==> config.mk <==
export PLATFORM = sky130hd
export DESIGN_NAME = fetch_stage
export DESIGN_NICKNAME = d
export VERILOG_FILES = /design/src/rtl/fetch_stage_pkg.sv /design/src/rtl/fetch_stage_ifid_reg.sv /design/src/rtl/fetch_stage.sv
export SDC_FILE = /design/constraint.sdc
export NUM_CORES = 1
export LEC_CHECK = 0
export ABC_AREA = 1
export BUFFER_PORTS_ARGS = -buffer_cell sky130_fd_sc_hd__buf_2
export CAP_MARGIN = 20
export CORE_ASPECT_RATIO = 0.5
export CORE_MARGIN = 8
export CORE_UTILIZATION = 53
export DETAILED_ROUTE_END_ITERATION = 10
export GPL_TIMING_DRIVEN = 0
export PLACE_DENSITY = 0.91
export SLEW_MARGIN = 40
export SYNTH_ARGS = -nofsm -noshare
export SYNTH_HDL_FRONTEND = slang
export SYNTH_SLANG_ARGS = --single-unit
==> constraint.sdc <==
create_clock -name clk -period 2.6 [get_ports clk]
set_input_delay 0.39 -clock clk [delete_from_list [all_inputs] [get_ports clk]]
set_output_delay 0.39 -clock clk [all_outputs]
set_load 0.05 [all_outputs]
==> src/rtl/fetch_stage_pkg.sv <==
// rtl/fetch_stage_pkg.sv - shared codes, constants and state encodings for the fetch stage
package fetch_stage_pkg;

    localparam logic [2:0] PC_SEL_HOLD   = 3'b000;
    localparam logic [2:0] PC_SEL_PC4    = 3'b001;
    localparam logic [2:0] PC_SEL_BRANCH = 3'b010;
    localparam logic [2:0] PC_SEL_JUMP   = 3'b011;
    localparam logic [2:0] PC_SEL_TRAP   = 3'b100;

    localparam logic [31:0] NOP_INSTR_DEFAULT = 32'h0000_0013;
    localparam logic [31:0] RESET_PC_DEFAULT  = 32'h0000_0000;

    typedef enum logic [2:0] {
        ST_RST     = 3'd0,
        ST_REQ     = 3'd1,
        ST_WAIT    = 3'd2,
        ST_HELD    = 3'd3,
        ST_DISCARD = 3'd4
    } fetch_state_e;

    function automatic logic is_redirect(input logic [2:0] sel);
        return (sel == PC_SEL_BRANCH) || (sel == PC_SEL_JUMP) || (sel == PC_SEL_TRAP);
    endfunction

endpackage

==> src/rtl/fetch_stage_ifid_reg.sv <==
// rtl/fetch_stage_ifid_reg.sv - IF/ID pipeline register with write-enable and kill-to-bubble
module ifid_reg
    import fetch_stage_pkg::*;
#(
    parameter logic [31:0] NOP_INSTR = NOP_INSTR_DEFAULT
) (
    input  logic        clk,
    input  logic        rst_n,
    input  logic        write_en,
    input  logic        kill,
    input  logic        load_valid,
    input  logic [31:0] load_pc,
    input  logic [31:0] load_instr,
    output logic [31:0] ifid_pc,
    output logic [31:0] ifid_pc4,
    output logic [31:0] ifid_instr,
    output logic        ifid_valid
);

    always_ff @(posedge clk or negedge rst_n) begin
        if (!rst_n) begin
            ifid_pc    <= 32'h0000_0000;
            ifid_pc4   <= 32'h0000_0004;
            ifid_instr <= NOP_INSTR;
            ifid_valid <= 1'b0;
        end else if (write_en) begin
            // Bubbles still carry the current pc so downstream debug sees a sane address
            ifid_pc  <= load_pc;
            ifid_pc4 <= load_pc + 32'd4;
            if (!kill && load_valid) begin
                ifid_instr <= load_instr;
                ifid_valid <= 1'b1;
            end else begin
                ifid_instr <= NOP_INSTR;
                ifid_valid <= 1'b0;
            end
        end
    end

endmodule

==> src/rtl/fetch_stage.sv <==
// rtl/fetch_stage.sv - RV32I instruction fetch FSM, PC and skid buffer feeding the IF/ID register
module fetch_stage
    import fetch_stage_pkg::*;
#(
    parameter logic [31:0] RESET_PC  = RESET_PC_DEFAULT,
    parameter logic [31:0] NOP_INSTR = NOP_INSTR_DEFAULT
) (
    input  logic        clk,
    input  logic        rst_n,
    input  logic [2:0]  pc_sel,
    input  logic        ifid_write,
    input  logic        kill_if,
    input  logic [31:0] branch_target,
    input  logic [31:0] jump_target,
    input  logic [31:0] trap_vector,
    output logic        imem_req,
    output logic [31:0] imem_addr,
    input  logic [31:0] imem_rdata,
    input  logic        imem_valid,
    output logic [31:0] ifid_pc,
    output logic [31:0] ifid_pc4,
    output logic [31:0] ifid_instr,
    output logic        ifid_valid,
    output logic        if_stall
);

    fetch_state_e state, state_next;

    logic [31:0] pc;
    logic [31:0] buf_pc;
    logic [31:0] buf_instr;
    logic [31:0] redirect_pc;
    logic        redirect;
    logic        advance;
    logic        deliver;
    logic [31:0] deliver_pc;
    logic [31:0] deliver_instr;

    assign redirect = is_redirect(pc_sel);
    assign advance  = ifid_write && (pc_sel != PC_SEL_HOLD);

    always_comb begin
        redirect_pc = pc;
        case (pc_sel)
            PC_SEL_BRANCH: redirect_pc = {branch_target[31:2], 2'b00};
            PC_SEL_JUMP:   redirect_pc = {jump_target[31:2], 2'b00};
            PC_SEL_TRAP:   redirect_pc = {trap_vector[31:2], 2'b00};
            default:       redirect_pc = pc;
        endcase
    end

    always_ff @(posedge clk or negedge rst_n) begin
        if (!rst_n) begin
            state <= ST_RST;
        end else begin
            state <= state_next;
        end
    end

    always_comb begin
        state_next = state;
        case (state)
            ST_RST:  state_next = ST_REQ;
            ST_REQ:  state_next = redirect ? ST_DISCARD : ST_WAIT;
            ST_WAIT: begin
                if (imem_valid) begin
                    state_next = (redirect || advance) ? ST_REQ : ST_HELD;
                end else if (redirect) begin
                    state_next = ST_DISCARD;
                end
            end
            ST_HELD: begin
                if (redirect || advance) begin
                    state_next = ST_REQ;
                end
            end
            ST_DISCARD: begin
                if (imem_valid) begin
                    state_next = ST_REQ;
                end
            end
            default: state_next = ST_RST;
        endcase
    end

    always_comb begin
        imem_req      = 1'b0;
        if_stall      = 1'b0;
        deliver       = 1'b0;
        deliver_pc    = pc;
        deliver_instr = imem_rdata;
        case (state)
            ST_REQ: begin
                imem_req = 1'b1;
                if_stall = 1'b1;
            end
            ST_WAIT: begin
                if_stall = 1'b1;
                deliver  = imem_valid && advance && !redirect;
            end
            ST_HELD: begin
                deliver       = advance && !redirect;
                deliver_pc    = buf_pc;
                deliver_instr = buf_instr;
            end
            ST_DISCARD: if_stall = 1'b1;
            default: ;
        endcase
    end

    // pc only moves on a redirect or when an instruction is actually handed to decode
    always_ff @(posedge clk or negedge rst_n) begin
        if (!rst_n) begin
            pc <= RESET_PC;
        end else if (redirect) begin
            pc <= redirect_pc;
        end else if (deliver) begin
            pc <= deliver_pc + 32'd4;
        end
    end

    always_ff @(posedge clk or negedge rst_n) begin
        if (!rst_n) begin
            buf_pc    <= RESET_PC;
            buf_instr <= NOP_INSTR;
        end else if (state == ST_WAIT && imem_valid && !redirect && !advance) begin
            buf_pc    <= pc;
            buf_instr <= imem_rdata;
        end
    end

    assign imem_addr = pc;

    ifid_reg #(
        .NOP_INSTR (NOP_INSTR)
    ) u_ifid_reg (
        .clk        (clk),
        .rst_n      (rst_n),
        .write_en   (ifid_write),
        .kill       (kill_if),
        .load_valid (deliver),
        .load_pc    (deliver_pc),
        .load_instr (deliver_instr),
        .ifid_pc    (ifid_pc),
        .ifid_pc4   (ifid_pc4),
        .ifid_instr (ifid_instr),
        .ifid_valid (ifid_valid)
    );

endmodule

# After elaboration in Yosys (flattened, before gate mapping)

Cells that the tools add are included.

Add/sub/neg operators: 1
Equal/unequal tests: 11
Muxes and demuxes: 17
Reductions and logical operators: 20

Operators with widths:

| kind                                                 | number |
|---|---|
| 2-to-1 mux 32 bit                                    | 5 |
| one-hot mux 32 bit (3 select lines)                  | 1 |
| adder 32 x 3 -> 32 bit (second input constant)       | 1 |
| 2-to-1 mux 3 bit                                     | 5 |
| one-hot mux 3 bit (5 select lines)                   | 1 |
| equality test 3 x 2 -> 1 bit (second input constant) | 4 |
| logical AND 1 bit                                    | 8 |
| equality test 3 bit (second input constant)          | 2 |
| != test 2 bit (second input constant)                | 2 |
| != test 4 x 1 -> 1 bit (second input constant)       | 1 |
| equality test 3 x 1 -> 1 bit (second input constant) | 1 |
| logical NOT 1 bit                                    | 3 |
| logical NOT 3 bit                                    | 1 |
| logical OR 1 bit                                     | 3 |
| 2-to-1 mux 1 bit                                     | 3 |
| != test 3 bit (second input constant)                | 1 |
| AND reduction 3 bit                                  | 1 |
| nonzero test 3 bit                                   | 1 |
| OR reduction 3 bit                                   | 1 |
| 2-to-1 mux 2 bit                                     | 1 |
| one-hot mux 1 bit (2 select lines)                   | 1 |
| AND reduction 2 bit                                  | 1 |
| nonzero test 2 bit                                   | 1 |

Register bits: 196
Bits of input ports: 136
Output and inout port bits: 131

# Depth between registers and ports, before layout

Depth in word-level cells: 8
Gate-level depth with buffers: 15
Gate-level depth less buffers: 14

# Cells and area by module

A second synthesis with hierarchy kept.

Cell total of the unflattened synthesis: 1401
Area, all modules: 10582.6 um2

Modules (own cells, without submodules):

| module      | times used | cells each | area each (um2) | seq. area each (um2) |
|---|---|---|---|---|
| fetch_stage | 1          | 889        | 6233.5          | 2481.1 |
| ifid_reg    | 1          | 512        | 4349.2          | 2382.3 |

# Least setup slack after synthesis

Ideal clock, no wire load.

Path type: register to output
Start point: register state[1]
End point: output port if_stall
Data arrival time: 2.438 ns
Required time: 2.210 ns
Setup slack: -0.228 ns
Stages on the path, launching flop included: 6
Cell sequence: dfrtp_1 -> buf_4 -> buf_2 -> nor3_1 -> inv_1 -> nand3_1

Word-level cells in the longest chain between the ends: 3
Elaborated cells on any way between the ends: 5
Classes of those cells: 3 x eq/ne; 1 x mux; 1 x reduce/logical

Ends and longest elaborated chain:

| what                                                 | RTL line          | text |
|---|---|---|
| start: declaration                                   | fetch_stage.sv:27 | `fetch_state_e state, state_next;` |
| start signal: assignment                             | fetch_stage.sv:56 | `state <= state_next;` |
| equality test 3 x 2 -> 1 bit (tied with other cells) | fetch_stage.sv:92 | `case (state)` |
| OR reduction 3 bit (no source line) *                | --                |  |
| 2-to-1 mux 1 bit *                                   | fetch_stage.sv:92 |  |
| end: declaration                                     | fetch_stage.sv:24 | `output logic if_stall` |

Every way passes the cells marked *; elsewhere a longest branch is shown, timed or not.

# Worst setup path in the final report

Start point: register state[2]
End point: register pc[22] (netlist: imem_addr[22])

Word-level cells in the longest chain between the ends: 5
Elaborated cells on any way between the ends: 9
Classes of those cells: 1 x add/sub; 2 x eq/ne; 4 x mux; 2 x reduce/logical

Ends and longest elaborated chain:

| what                         | RTL line           | text |
|---|---|---|
| equality test 3 x 2 -> 1 bit | fetch_stage.sv:92  |  |
| 2-to-1 mux 32 bit            | fetch_stage.sv:92  |  |
| net deliver_pc[2]            | fetch_stage.sv:36  | `logic [31:0] deliver_pc;` |
| adder 32 x 3 -> 32 bit       | fetch_stage.sv:118 | `pc <= deliver_pc + 32'd4;` |
| 2-to-1 mux 32 bit            | fetch_stage.sv:117 | `end else if (deliver) begin` |
| 2-to-1 mux 32 bit            | fetch_stage.sv:115 | `end else if (redirect) begin` |
| end signal: assignment       | fetch_stage.sv:116 | `pc <= redirect_pc;` |
| end signal: assignment       | fetch_stage.sv:118 |  |
| end: declaration             | fetch_stage.sv:29  | `logic [31:0] pc;` |

The timed path passes the listed nets, and every way through them passes these cells. The select of a mux whose other input is x is not followed.
A chain may end at the register's enable or synchronous reset.

==> flow_summary.yaml <==
outcome:
  status: "finished, final reports clean"
clock_tree:
  cts-root-buf: "clkbuf_16"
  post-cts-setup-buffer-count: 0
  clkSinkCount: 194
  cts_buffers: 17
  cts_max_path_buffers: 2
  cts_tree: "yes"
  ctsHtreeMaxLevel: 4
  path_clk_slew_ns: 0.07
  insertion_delay_ns: 0.44
critical_path:
  regToRegStartpoint: "state[2]"
  cp-start-kind: "register"
  timing.rr.end: "imem_addr[22]"
  worstPathArrival_ns: 2.76
  crit_path_max_fanout: 10
  crit_type: "register to register"
  setup.worst_path.start: "state[2]"
  crit_required_ns: 2.92
  worst_setup_path_end_kind: "register"
  ff2ff_path_depth: 13
  ff2ff_setup_slack_ns: 0.15
timing:
  hold_viol: 0
  fmax_mhz: 409
  finClkSkew_ns: 0.0113
  worstMarginPinSlew_ns: 0.785
  layout_min_cycle_time_ns: 2.45
  setup_slack_ns: 0.154
  drv_slew: 0
  rsz0062_at_grt: "false"
  period_share_pct: 94.1
  setup_violations: 0
  slew_headroom_pct: 47.7
drt:
  vias: 10600
  ant_nets: 0
  drc: 0
  drt_pass1_iterations: 8
  totalWireLength_um: 34100
  viasPerCell: 5.84
  drtIter0Drc: 1447
  wl_per_cell_um: 18.8
place:
  place.gp.congestion: 0.954
  dp_hpwl_um: 25600
  placed_area_um2: 11700
  place_ws_ns: 0.134
  io_buffers: 258
synthesis:
  synth-seq-cells: 194
  synth_fp_nets: 1419
  yosys.area.top_type: "dfrtp_1"
  ys_top_cells_by_area: "dfrtp_1 (47%), nand2_1 (14%), nand3_1 (6.7%)"
  synth_area_per_cell_um2: 7.77
  synth_top_area_share_pct: 47.0
  ys_seq_area_share_pct: 48.8
  synth.cell_area_um2: 9960
  ys_warn_count: 0
  ys_types: 36
  synthCells: 1282
power:
  peakVddDrop_uv: 495
  power.leakage_nw: 6.41
  power_density_nw_per_um2: 1120
floorplan:
  dieWidth_um: 210
  rows: 35
  num_io_pins: 267
  die_h_um: 113
  start_util_pct: 54.2
  core_area_um2: 18400
  die_area_um2: 23700
worst_hold_path:
  hp-start: "kill_if"
  hold_path.class: "primary input to register"
  hold-path-cell-count: 2
  holdPathEnd: "u_ifid_reg.ifid_valid"
layout:
  drive_gt1_share_pct: 24.4
  layout.nets: 1700
  fillers: 1481
  postLayoutCellArea_um2: 12300
  antenna_cells: 0
  area_growth_pct: 23.0
global_routing:
  antenna_found_initial: 0
  grt_pass1_vias: 10400
  grt_pass1_wl_um: 53800
  grt_usage_pct: 28.3
  gr-total-overflow: 0
  grt_max_degree: 62
run:
  drv_cap: 0
## registers in the layout, summed over array words and instances (netlist names)
signal and flops:
u_ifid_reg.ifid_instr 32, buf_instr 32, state 3, u_ifid_reg.ifid_pc 30, imem_addr 32, buf_pc 32
u_ifid_reg.ifid_valid 1, u_ifid_reg.ifid_pc4 32
## what timing repair did
item,in CTS,in global routing
setup endpoints to repair,0,21
hold endpoints to repair,27,0
gates resized for setup,0,5
hold buffers,1,0
## cell usage in the layout (no fill, tap or decap), types with 8 or more instances in the layout
cell       synthesis  routed
nor2_1            65      65
nand2_1          384     384
dfrtp_1          187     187
a21oi_1           31      31
o211ai_1          37      37
nor2_4             6       9
nand4_1           45      45
buf_2             22     279
buf_4              8       8
o21ai_0           96      96
nand2_2           13      13
inv_1            118     118
nand3_1          133     132
a31o_2             9       9
clkbuf_16          0      17
o21ai_1           11      10
clkbuf_1          45      46
inv_2              8       8
## layer usage
| layer | GRT usage (%) | vias up | part of all wire, % |
|---|---|---|---|
| li1 | - | 4768 | - |
| met1 | 34.7 | 4929 | 37 |
| met2 | 46.2 | 729 | 47 |
| met3 | 6.35 | 183 | 9.6 |
| met4 | 16.2 | 0 | 5.7 |
| met5 | 0 | - | 0 |
## worst max path at each step
stage | end | depth (start not counted)
after global routing | imem_addr[22] | 13
after CTS | imem_addr[12] | 12
after floorplan | if_stall | 5
after global placement | u_ifid_reg.ifid_pc[23] | 1
final | imem_addr[22] | 13
after detailed placement | imem_addr[28] | 13
## synthesized netlist by cell type
master	count
nand2_1	384
dfrtp_1	187
nand3_1	133
inv_1	118
o21ai_0	96
nor2_1	65
clkbuf_1	45
nand4_1	45
o211ai_1	37
a21oi_1	31
buf_2	22
nand2_2	13
o21ai_1	11
nor2_2	10
a31o_2	9
buf_4	8
inv_2	8
a32oi_1	7
dfstp_2	7
a31oi_1	6
nor2_4	6
xor2_1	5
buf_1	4
mux2_1	4
buf_6	3
o21bai_1	3
o221ai_1	3
o22ai_1	3
nor3_1	2
clkinv_1	1
ha_1	1
nand2_4	1
nand3_4	1
nand3b_1	1
nor2_8	1
o21ai_2	1
## stage by stage
stage / utilization, % / setup TNS [ns] / hold WS [ns] / instances / power, mW
after CTS: 66.5 / 0 / 0.193 / 1816 / 13.7
after global placement: 62.8 / -369.55 / 0.457 / 1780 / 10.8
after floorplan: - / 0 / 0.0944 / 1282 / 9.18
after detailed placement: 63.3 / 0 / 0.275 / 1783 / 11.0
after global routing: 66.6 / 0 / 0.205 / 1816 / 14.4
final: 66.6 / 0 / 0.207 / 1816 / 13.7
## final cells by class
cell class | instances | area, um^2 | share of cell area [%]
clock inverter | 11 | 103 | 0.837
clock buffer | 21 | 470 | 3.84
inverter | 127 | 477 | 3.89
sequential | 194 | 4860 | 39.7
timing repair buffer | 262 | 1390 | 11.4
buffer | 82 | 388 | 3.16
multi-input combinational | 879 | 4260 | 34.8
tap | 240 | 300 | 2.45
## logic make-up (layout without fill, tap and decap cells)
logic type,after synthesis,after routing,synth area share (%)
AO/OA/AOI/OAI,207,207,12.3
buffers and inverters,209,503,8.68
XOR/XNOR,5,5,0.440
flip-flops,194,194,48.8
multiplexers,4,4,0.452
adder cells (fa/ha/maj),1,1,0.126
AND/OR/NAND/NOR,662,662,29.2
## report_power, final
| part | switching (mW) | internal, mW | leakage (nW) |
|---|---|---|---|
| combinational | 4.93 | 1.50 | 3.72 |
| clock | 1.19 | 1.40 | 0.276 |
| sequential | 0.603 | 4.11 | 2.41 |
| total | 6.73 | 7.01 | 6.41 |
## worst max-delay path: stages, from the launching register on
cell	delay [ns]
dfrtp_1	0.45
inv_2	0.15
nand3_4	0.18
nand2_1	0.14
o21ai_2	0.11
inv_1	0.13
ha_1	0.20
nand2_1	0.11
nor2_4	0.15
nand2_2	0.16
nor2_4	0.21
nand3_1	0.12
nand3_1	0.14
nand2_1	0.08
(Power assumes the default switching activity.)
